[src/rtl/pcm_quantizer_pkg.sv]
// Shared types and the round/saturate rule for the PCM quantizer stage.
// Turns a wide signed fixed-point sample into 16-bit signed PCM plus a clip flag.
package pcm_pkg;

    localparam int PCM_W = 16;
    localparam int IN_W  = 65;

    typedef logic signed [PCM_W-1:0] pcm_t;
    typedef logic signed [IN_W-1:0]  wide_t;

    typedef struct packed {
        logic clip;
        pcm_t pcm;
    } q_res_t;

    localparam logic signed [IN_W:0] R_MAX = 32767;
    localparam logic signed [IN_W:0] R_MIN = -32768;

    // One guard bit above the input keeps the rounding add from overflowing.
    function automatic q_res_t quantize(input wide_t x, input int frac_bits);
        logic signed [IN_W:0] t;
        logic signed [IN_W:0] r;
        int                   shift;
        q_res_t               res;
        shift = frac_bits - 15;
        t = {x[IN_W-1], x} + ((IN_W+1)'(1) << (shift - 1));
        r = t >>> shift;
        if (r > R_MAX) begin
            res.clip = 1'b1;
            res.pcm  = 16'sh7FFF;
        end else if (r < R_MIN) begin
            res.clip = 1'b1;
            res.pcm  = 16'sh8000;
        end else begin
            res.clip = 1'b0;
            res.pcm  = r[PCM_W-1:0];
        end
        return res;
    endfunction

endpackage

[src/rtl/pcm_quantizer_if.sv]
// Input (wide sample) and output (16-bit PCM + channel) valid/ready streams.
// The master drives samples in and consumes PCM out; the slave is the quantizer.
interface pcm_quantizer_if #(
    parameter int CH_W = 1
);
    import pcm_pkg::*;

    wide_t            in_pcm_sample;
    logic             in_pcm_valid;
    logic             in_pcm_ready;
    pcm_t             out_pcm_sample;
    logic [CH_W-1:0]  out_pcm_channel;
    logic             out_pcm_valid;
    logic             out_pcm_ready;

    modport master (
        output in_pcm_sample,
        output in_pcm_valid,
        input  in_pcm_ready,
        input  out_pcm_sample,
        input  out_pcm_channel,
        input  out_pcm_valid,
        output out_pcm_ready
    );

    modport slave (
        input  in_pcm_sample,
        input  in_pcm_valid,
        output in_pcm_ready,
        output out_pcm_sample,
        output out_pcm_channel,
        output out_pcm_valid,
        input  out_pcm_ready
    );

endinterface

[src/rtl/pcm_quantizer_fifo.sv]
// Synchronous circular-buffer FIFO with occupancy count; DEPTH must be a power of two.
// A push into a full FIFO is accepted only when a pop happens on the same edge.
module pcm_fifo #(
    parameter int WIDTH = 16,
    parameter int DEPTH = 4
) (
    input  logic                     clk,
    input  logic                     reset,
    input  logic                     push_i,
    input  logic [WIDTH-1:0]         wdata_i,
    input  logic                     pop_i,
    output logic [WIDTH-1:0]         rdata_o,
    output logic [$clog2(DEPTH):0]   count_o
);

    localparam int AW = $clog2(DEPTH);

    logic [WIDTH-1:0] mem_q [DEPTH];
    logic [AW-1:0]    wptr_q, wptr_d;
    logic [AW-1:0]    rptr_q, rptr_d;
    logic [AW:0]      cnt_q, cnt_d;
    logic             full;
    logic             do_push;
    logic             do_pop;

    assign full    = (cnt_q == (AW+1)'(DEPTH));
    assign do_pop  = pop_i && (cnt_q != '0);
    assign do_push = push_i && (!full || do_pop);

    // Pointers wrap naturally because DEPTH is a power of two.
    always_comb begin
        wptr_d = wptr_q;
        rptr_d = rptr_q;
        cnt_d  = cnt_q;
        if (do_push) wptr_d = wptr_q + 1'b1;
        if (do_pop)  rptr_d = rptr_q + 1'b1;
        case ({do_push, do_pop})
            2'b10:   cnt_d = cnt_q + 1'b1;
            2'b01:   cnt_d = cnt_q - 1'b1;
            default: cnt_d = cnt_q;
        endcase
    end

    always_ff @(posedge clk) begin
        if (reset) begin
            wptr_q <= '0;
            rptr_q <= '0;
            cnt_q  <= '0;
        end else begin
            wptr_q <= wptr_d;
            rptr_q <= rptr_d;
            cnt_q  <= cnt_d;
        end
    end

    always_ff @(posedge clk) begin
        if (do_push) mem_q[wptr_q] <= wdata_i;
    end

    assign rdata_o = mem_q[rptr_q];
    assign count_o = cnt_q;

endmodule

[src/rtl/pcm_quantizer.sv]
// Rounds/saturates wide PCM to 16 bits, buffers it, tags interleaved channels, counts clips.
// Input acceptance is gated by FIFO count plus the in-flight S1 sample so S1 never stalls.
module pcm_quantizer
    import pcm_pkg::*;
#(
    parameter int FRAC_BITS = 32,
    parameter int DEPTH     = 4,
    parameter int CHANNELS  = 2
) (
    input  logic               clk,
    input  logic               reset,
    pcm_quantizer_if.slave     pcm,
    output logic [15:0]        clip_count
);

    localparam int CH_W  = (CHANNELS > 1) ? $clog2(CHANNELS) : 1;
    localparam int CNT_W = $clog2(DEPTH) + 1;

    logic             in_xfer;
    logic             out_xfer;
    q_res_t           q_p0;

    logic             s1_vld_q, s1_vld_d;
    logic             s1_clip_q, s1_clip_d;
    pcm_t             s1_pcm_q, s1_pcm_d;

    logic [CNT_W-1:0] fifo_count;
    logic [CNT_W:0]   occ;
    logic [PCM_W-1:0] head;

    logic [CH_W-1:0]  chan_q, chan_d;
    logic [15:0]      clip_q, clip_d;

    assign occ              = {1'b0, fifo_count} + {{CNT_W{1'b0}}, s1_vld_q};
    assign pcm.in_pcm_ready = !reset && (occ < (CNT_W+1)'(DEPTH));
    assign in_xfer          = pcm.in_pcm_valid && pcm.in_pcm_ready;
    assign out_xfer         = pcm.out_pcm_valid && pcm.out_pcm_ready;

    assign q_p0 = quantize(pcm.in_pcm_sample, FRAC_BITS);

    always_comb begin
        s1_vld_d  = in_xfer;
        s1_pcm_d  = s1_pcm_q;
        s1_clip_d = s1_clip_q;
        if (in_xfer) begin
            s1_pcm_d  = q_p0.pcm;
            s1_clip_d = q_p0.clip;
        end
    end

    // ---- S1 stage boundary ----
    always_ff @(posedge clk) begin
        if (reset) begin
            s1_vld_q  <= 1'b0;
            s1_clip_q <= 1'b0;
        end else begin
            s1_vld_q  <= s1_vld_d;
            s1_clip_q <= s1_clip_d;
        end
    end

    always_ff @(posedge clk) begin
        s1_pcm_q <= s1_pcm_d;
    end

    pcm_fifo #(
        .WIDTH (PCM_W),
        .DEPTH (DEPTH)
    ) u_fifo (
        .clk     (clk),
        .reset   (reset),
        .push_i  (s1_vld_q),
        .wdata_i (s1_pcm_q),
        .pop_i   (out_xfer),
        .rdata_o (head),
        .count_o (fifo_count)
    );

    always_comb begin
        chan_d = chan_q;
        clip_d = clip_q;
        if (out_xfer) begin
            chan_d = (chan_q == CH_W'(CHANNELS - 1)) ? '0 : chan_q + 1'b1;
        end
        if (s1_vld_q && s1_clip_q && (clip_q != 16'hFFFF)) begin
            clip_d = clip_q + 16'd1;
        end
    end

    always_ff @(posedge clk) begin
        if (reset) begin
            chan_q <= '0;
            clip_q <= '0;
        end else begin
            chan_q <= chan_d;
            clip_q <= clip_d;
        end
    end

    // Head is masked so the sample output reads zero whenever nothing is buffered.
    assign pcm.out_pcm_valid   = (fifo_count != '0);
    assign pcm.out_pcm_sample  = pcm.out_pcm_valid ? pcm_t'(head) : '0;
    assign pcm.out_pcm_channel = chan_q;
    assign clip_count          = clip_q;

endmodule

[src/flat_wrapper.sv]
// flat-port wrapper written by rule: the top's interface ports become plain ports
module pcm_quantizer_flat import pcm_pkg::*;
#(
    parameter int FRAC_BITS = 32,
    parameter int DEPTH     = 4,
    parameter int CHANNELS  = 2
)
  (clk, reset, clip_count, pcm_in_pcm_sample, pcm_in_pcm_valid, pcm_in_pcm_ready, pcm_out_pcm_sample, pcm_out_pcm_channel, pcm_out_pcm_valid, pcm_out_pcm_ready);
  pcm_quantizer_if #(.CH_W(1)) pcm_i ();
  input  logic clk;
  input  logic reset;
  output logic [15:0] clip_count;
  input wire logic [$bits(pcm_i.in_pcm_sample)-1:0] pcm_in_pcm_sample;
  input wire logic [$bits(pcm_i.in_pcm_valid)-1:0] pcm_in_pcm_valid;
  output wire logic [$bits(pcm_i.in_pcm_ready)-1:0] pcm_in_pcm_ready;
  output wire logic [$bits(pcm_i.out_pcm_sample)-1:0] pcm_out_pcm_sample;
  output wire logic [$bits(pcm_i.out_pcm_channel)-1:0] pcm_out_pcm_channel;
  output wire logic [$bits(pcm_i.out_pcm_valid)-1:0] pcm_out_pcm_valid;
  input wire logic [$bits(pcm_i.out_pcm_ready)-1:0] pcm_out_pcm_ready;
  assign pcm_i.in_pcm_sample = pcm_in_pcm_sample;
  assign pcm_i.in_pcm_valid = pcm_in_pcm_valid;
  assign pcm_in_pcm_ready = pcm_i.in_pcm_ready;
  assign pcm_out_pcm_sample = pcm_i.out_pcm_sample;
  assign pcm_out_pcm_channel = pcm_i.out_pcm_channel;
  assign pcm_out_pcm_valid = pcm_i.out_pcm_valid;
  assign pcm_i.out_pcm_ready = pcm_out_pcm_ready;
  pcm_quantizer #(.FRAC_BITS(FRAC_BITS), .DEPTH(DEPTH), .CHANNELS(CHANNELS)) u_core (.clk(clk), .reset(reset), .pcm(pcm_i), .clip_count(clip_count));
endmodule
[config.mk]
export PLATFORM = sky130hd
export DESIGN_NAME = pcm_quantizer_flat
export DESIGN_NICKNAME = d
export VERILOG_FILES = /design/src/rtl/pcm_quantizer_pkg.sv /design/src/rtl/pcm_quantizer_if.sv /design/src/rtl/pcm_quantizer_fifo.sv /design/src/rtl/pcm_quantizer.sv /design/src/flat_wrapper.sv
export SDC_FILE = /design/constraint.sdc
export NUM_CORES = 1
export LEC_CHECK = 0
export CAP_MARGIN = 30
export CORE_ASPECT_RATIO = 1.75
export CORE_MARGIN = 2
export CORE_UTILIZATION = 57
export CTS_CLUSTER_SIZE = 24
export DETAILED_ROUTE_END_ITERATION = 12
export HOLD_SLACK_MARGIN = 0.05
export PLACE_DENSITY = 0.85
export RECOVER_POWER = 25
export SLEW_MARGIN = 20
export SYNTH_ARGS = -nofsm -noshare
export SYNTH_HDL_FRONTEND = slang
export SYNTH_HIERARCHICAL = 1
export SYNTH_SLANG_ARGS = --single-unit
[constraint.sdc]
create_clock -name clk -period 5.46 [get_ports clk]
set_input_delay 1.638 -clock clk [delete_from_list [all_inputs] [get_ports clk]]
set_output_delay 1.638 -clock clk [all_outputs]
set_load 0.05 [all_outputs]
==> results.json <==
{
  "status": "finished clean",
  "syn_to_final_growth_pct": 24.9,
  "cellLeakagePower_nw": 2.41,
  "clock_tree_from_tritoncts": "yes",
  "io_buffers": 87,
  "nNetsFinal": 705,
  "postRouteWirelength_um": 16200,
  "combined_global_route_utilization_of_all_metal_layers": 0.300,
  "layout_commonest_cell": "sky130_fd_sc_hd__clkdlybuf4s50_1",
  "floorplan.initialDensity": 0.577,
  "pwr-share-seq": 0.483,
  "total_switching_power_uw": 487,
  "antenna_violating_nets_post_route": 0,
  "cts.hold.buffers_added": 0,
  "finalMaxSlewViolations": 0,
  "dieHeight_um": 138,
  "async_reset_ff_frac": 0,
  "synth_seq_cells": 108,
  "power_per_cell_area_nw_per_um2": 259,
  "final.min_clock_period_ps": 4860,
  "crit_arrival_ps": 5030,
  "element_type_at_the_critical_path_end": "register",
  "path_cells": "clkdlybuf4s50_1 > nand4_1 > nand2b_1 > nor4_1 > o211ai_1 > a2111oi_2 > nand4_1 > nor4_4 > nor2_2 > o21ai_0",
  "required_time_at_the_worst_slack_endpoint_ps": 5630,
  "tns_ps": 0,
  "worst_path_largest_cell_delay_ps": 650,
  "vdd_drop_max_mv": 0.225,
  "routedWlPerCell_um": 21.3,
  "critPathLaunchType": "primary input",
  "final.setup_skew_ps": 11.0,
  "core_um2": 10200,
  "rrSetupSlack_ps": 2160,
  "detailedRoute.firstIterationViolations": 373,
  "post_cts_resized": 0,
  "grt_overflow": 0,
  "antenna_cells": 0,
  "clkPwrFrac": 0.362,
  "synth-edff-count": 80,
  "synthesis.area_per_instance_um2": 11.2,
  "number_of_global_route_vias_before_repair": 4763,
  "drive_gt1_frac": 0.137,
  "drv_cap": 0,
  "die_x_um": 80.7,
  "syn_inst": 523,
  "cts_h_tree_lvls": 3,
  "placementRows": 49,
  "number_of_endpoints_with_negative_hold_slack_in_the_final_report": 0,
  "p_sw_frac": 0.257,
  "crit_path_max_fanout": 11,
  "critical-path-top-cell-by-count": "sky130_fd_sc_hd__nand4_1",
  "internal_power_mw": 1.41,
  "timing.slew.headroom": 0.389,
  "layout_worst_path_cycle_share": 0.890,
  "dr.pass1.iters": 5,
  "nFillCells": 743,
  "hold_class": "register to register",
  "clock_tree.buffer_depth": 2,
  "grt_first_pass_wirelength_um": 24800,
  "final_core_utilization": 0.720,
  "cts_sinks": 108,
  "clk_transition_reported_paths_ps": 70,
  "r2r_cells": 10,
  "critPathBufInv": 1,
  "post_drt_via_cell_ratio": 6.24,
  "mappedNetlistArea_um2": 5870,
  "share_of_the_synthesized_area_in_the_top_cell_type": 0.409,
  "hold_path_end": "u_core/u_fifo/mem_q[1][1]",
  "r2r_start": "u_core/u_fifo/count_o[0]",
  "worst_pin_slew_ps": 917,
  "critical-path-slowest-cell": "sky130_fd_sc_hd__nor4_1",
  "clk_latency_ps": 350,
  "final_cell_mix": "sky130_fd_sc_hd__clkdlybuf4s50_1 (86), sky130_fd_sc_hd__edfxtp_1 (80), sky130_fd_sc_hd__nor2_1 (51), sky130_fd_sc_hd__nand2_1 (37), sky130_fd_sc_hd__xor2_1 (32)",
  "place.detailed.hpwl_um": 12300,
  "critical_path.reg2reg.endpoint": "u_core/u_fifo/count_o[2]",
  "finalSetupViolCount": 0,
  "timing.critical_path.max_delay_family": "simple AND/OR/NAND/NOR gates",
  "cts.root.buffer_cell": "sky130_fd_sc_hd__clkbuf_16",
  "synth_nets": 600,
  "power_frac_comb": 0.155,
  "fp.dieArea_um2": 11200,
  "grt_start_max_net_pins": 29,
  "total_via_count_after_detailed_routing": 4739,
  "classification_of_the_worst_setup_path": "primary input to register",
  "seq_area_frac_synth": 0.505,
  "yosys_warnings": 6,
  "post_synth_num_cell_types": 67,
  "unrepaired_setup_endpoints_after_global_routing": "no",
  "dominantRegCellSynth": "sky130_fd_sc_hd__edfxtp_1",
  "synthTopCellsByArea": "sky130_fd_sc_hd__edfxtp_1 (41%), sky130_fd_sc_hd__dfxtp_1 (9.5%), sky130_fd_sc_hd__mux4_2 (6.1%)",
  "synthDominantAreaCellType": "sky130_fd_sc_hd__edfxtp_1",
  "io-pin-count": 104,
  "post-cts-setup-buffer-count": 0,
  "routabilityCongestion": 0.990,
  "min_delay_path_depth": 0,
  "post-route-drc-count": 0,
  "initial_antenna_violation_count": 0,
  "fmaxAchievable_ghz": 0.206,
  "cts_inserted_buffers": 9,
  "worstHoldStart": "u_core/s1_pcm_q[1]"
}
[layout make-up]
cell class                 count  area (um2)  share of cell area
sequential                   108        2960               0.404
multi-input combinational    375        2720               0.372
timing repair buffer         115        1090               0.149
clock buffer                  10         250              0.0341
tap                          127         159              0.0217
clock inverter                 6        73.8              0.0101
inverter                      19        71.3             0.00973
[stage by stage]
stage | setup WS [ps] | hold WS (ps) | instance area [um2] | power, mW | std cells
3_5_place_dp | 329 | 489 | 7010 | 1.23 | 744
3_3_place_gp | 373 | 466 | 7010 | 1.22 | 744
6_report | 599 | 493 | 7330 | 1.90 | 760
2_1_floorplan | 663 | 451 | 5870 | 1.10 | 523
4_1_cts | 678 | 493 | 7330 | 1.91 | 760
5_1_grt | 421 | 510 | 7330 | 1.96 | 760
[sequential cells by signal (all words and copies together) (netlist names), named ones only]
register                    flops
u_core/u_fifo/mem_q            64
u_core/clip_count              16
u_core/s1_pcm_q                16
u_core/u_fifo/count_o           3
u_core/u_fifo/rptr_q            2
u_core/u_fifo/wptr_q            2
u_core/pcm.out_pcm_channel      1
u_core/s1_clip_q                1
u_core/s1_vld_q                 1
[power groups by stage]
stage | clock (mW) | combinational, mW | sequential, mW
detailed placement | 0 | 0.292 | 0.935
global placement | 0 | 0.285 | 0.931
global route | 0.730 | 0.312 | 0.919
finish | 0.687 | 0.295 | 0.917
floorplan | 0 | 0.167 | 0.934
CTS | 0.693 | 0.295 | 0.917
[worst max path at each step]
stage	cells after the start	from	endpoint
CTS	10	pcm_in_pcm_sample[31]	u_core/s1_pcm_q[1]
finish	10	pcm_in_pcm_sample[20]	u_core/s1_pcm_q[1]
global placement	11	pcm_in_pcm_sample[48]	u_core/s1_pcm_q[1]
floorplan	2	reset	pcm_in_pcm_ready
global route	10	pcm_in_pcm_sample[31]	u_core/s1_pcm_q[1]
detailed placement	11	pcm_in_pcm_sample[48]	u_core/s1_pcm_q[1]
[cells by family (layout without fill, tap and decap cells)]
kind of cell               Yosys count  after routing  synth area share
AOI/OAI and AO/OA                   64             64            0.0772
xor gates and xnor gates            53             53            0.0791
adders and majority gates            8              8            0.0183
buffers and inverters               40            150            0.0313
DFF                                108            108             0.505
muxes                               20             20            0.0691
and+or+nand+nor                    230            230             0.220
[layer usage]
metal,part of all wire,vias up,track usage,wire length (um)
li1,-,2175,-,-
met1,0.33,2306,0.295,5350
met2,0.56,204,0.562,9010
met3,0.042,54,0.0372,682
met4,0.071,0,0.196,1150
met5,0,-,0,0
[worst reg2reg max path: cells and delay by family (launching register included)]
family / cells / cell delay, ps
buffers and inverters: 2 / 150
adder cells (fa/ha/maj): 2 / 570
AND/OR/NAND/NOR: 3 / 1380
XOR/XNOR: 1 / 160
AO/OA/AOI/OAI: 2 / 580
flip-flops: 1 / 380
[Yosys cell counts, types with 10 or more instances]
| master | n |
|---|---|
| sky130_fd_sc_hd__nor4_1 | 18 |
| sky130_fd_sc_hd__mux4_2 | 16 |
| sky130_fd_sc_hd__xnor2_1 | 21 |
| sky130_fd_sc_hd__nand4_1 | 24 |
| sky130_fd_sc_hd__and2_1 | 21 |
| sky130_fd_sc_hd__nand3_1 | 26 |
| sky130_fd_sc_hd__nand2_1 | 37 |
| sky130_fd_sc_hd__nor3_1 | 11 |
| sky130_fd_sc_hd__inv_1 | 18 |
| sky130_fd_sc_hd__a21oi_1 | 11 |
| sky130_fd_sc_hd__o21ai_0 | 10 |
| sky130_fd_sc_hd__xor2_1 | 32 |
| sky130_fd_sc_hd__nor2_1 | 51 |
| sky130_fd_sc_hd__clkbuf_1 | 13 |
| sky130_fd_sc_hd__dfxtp_1 | 28 |
| sky130_fd_sc_hd__edfxtp_1 | 80 |
(Power assumes the default switching activity.)
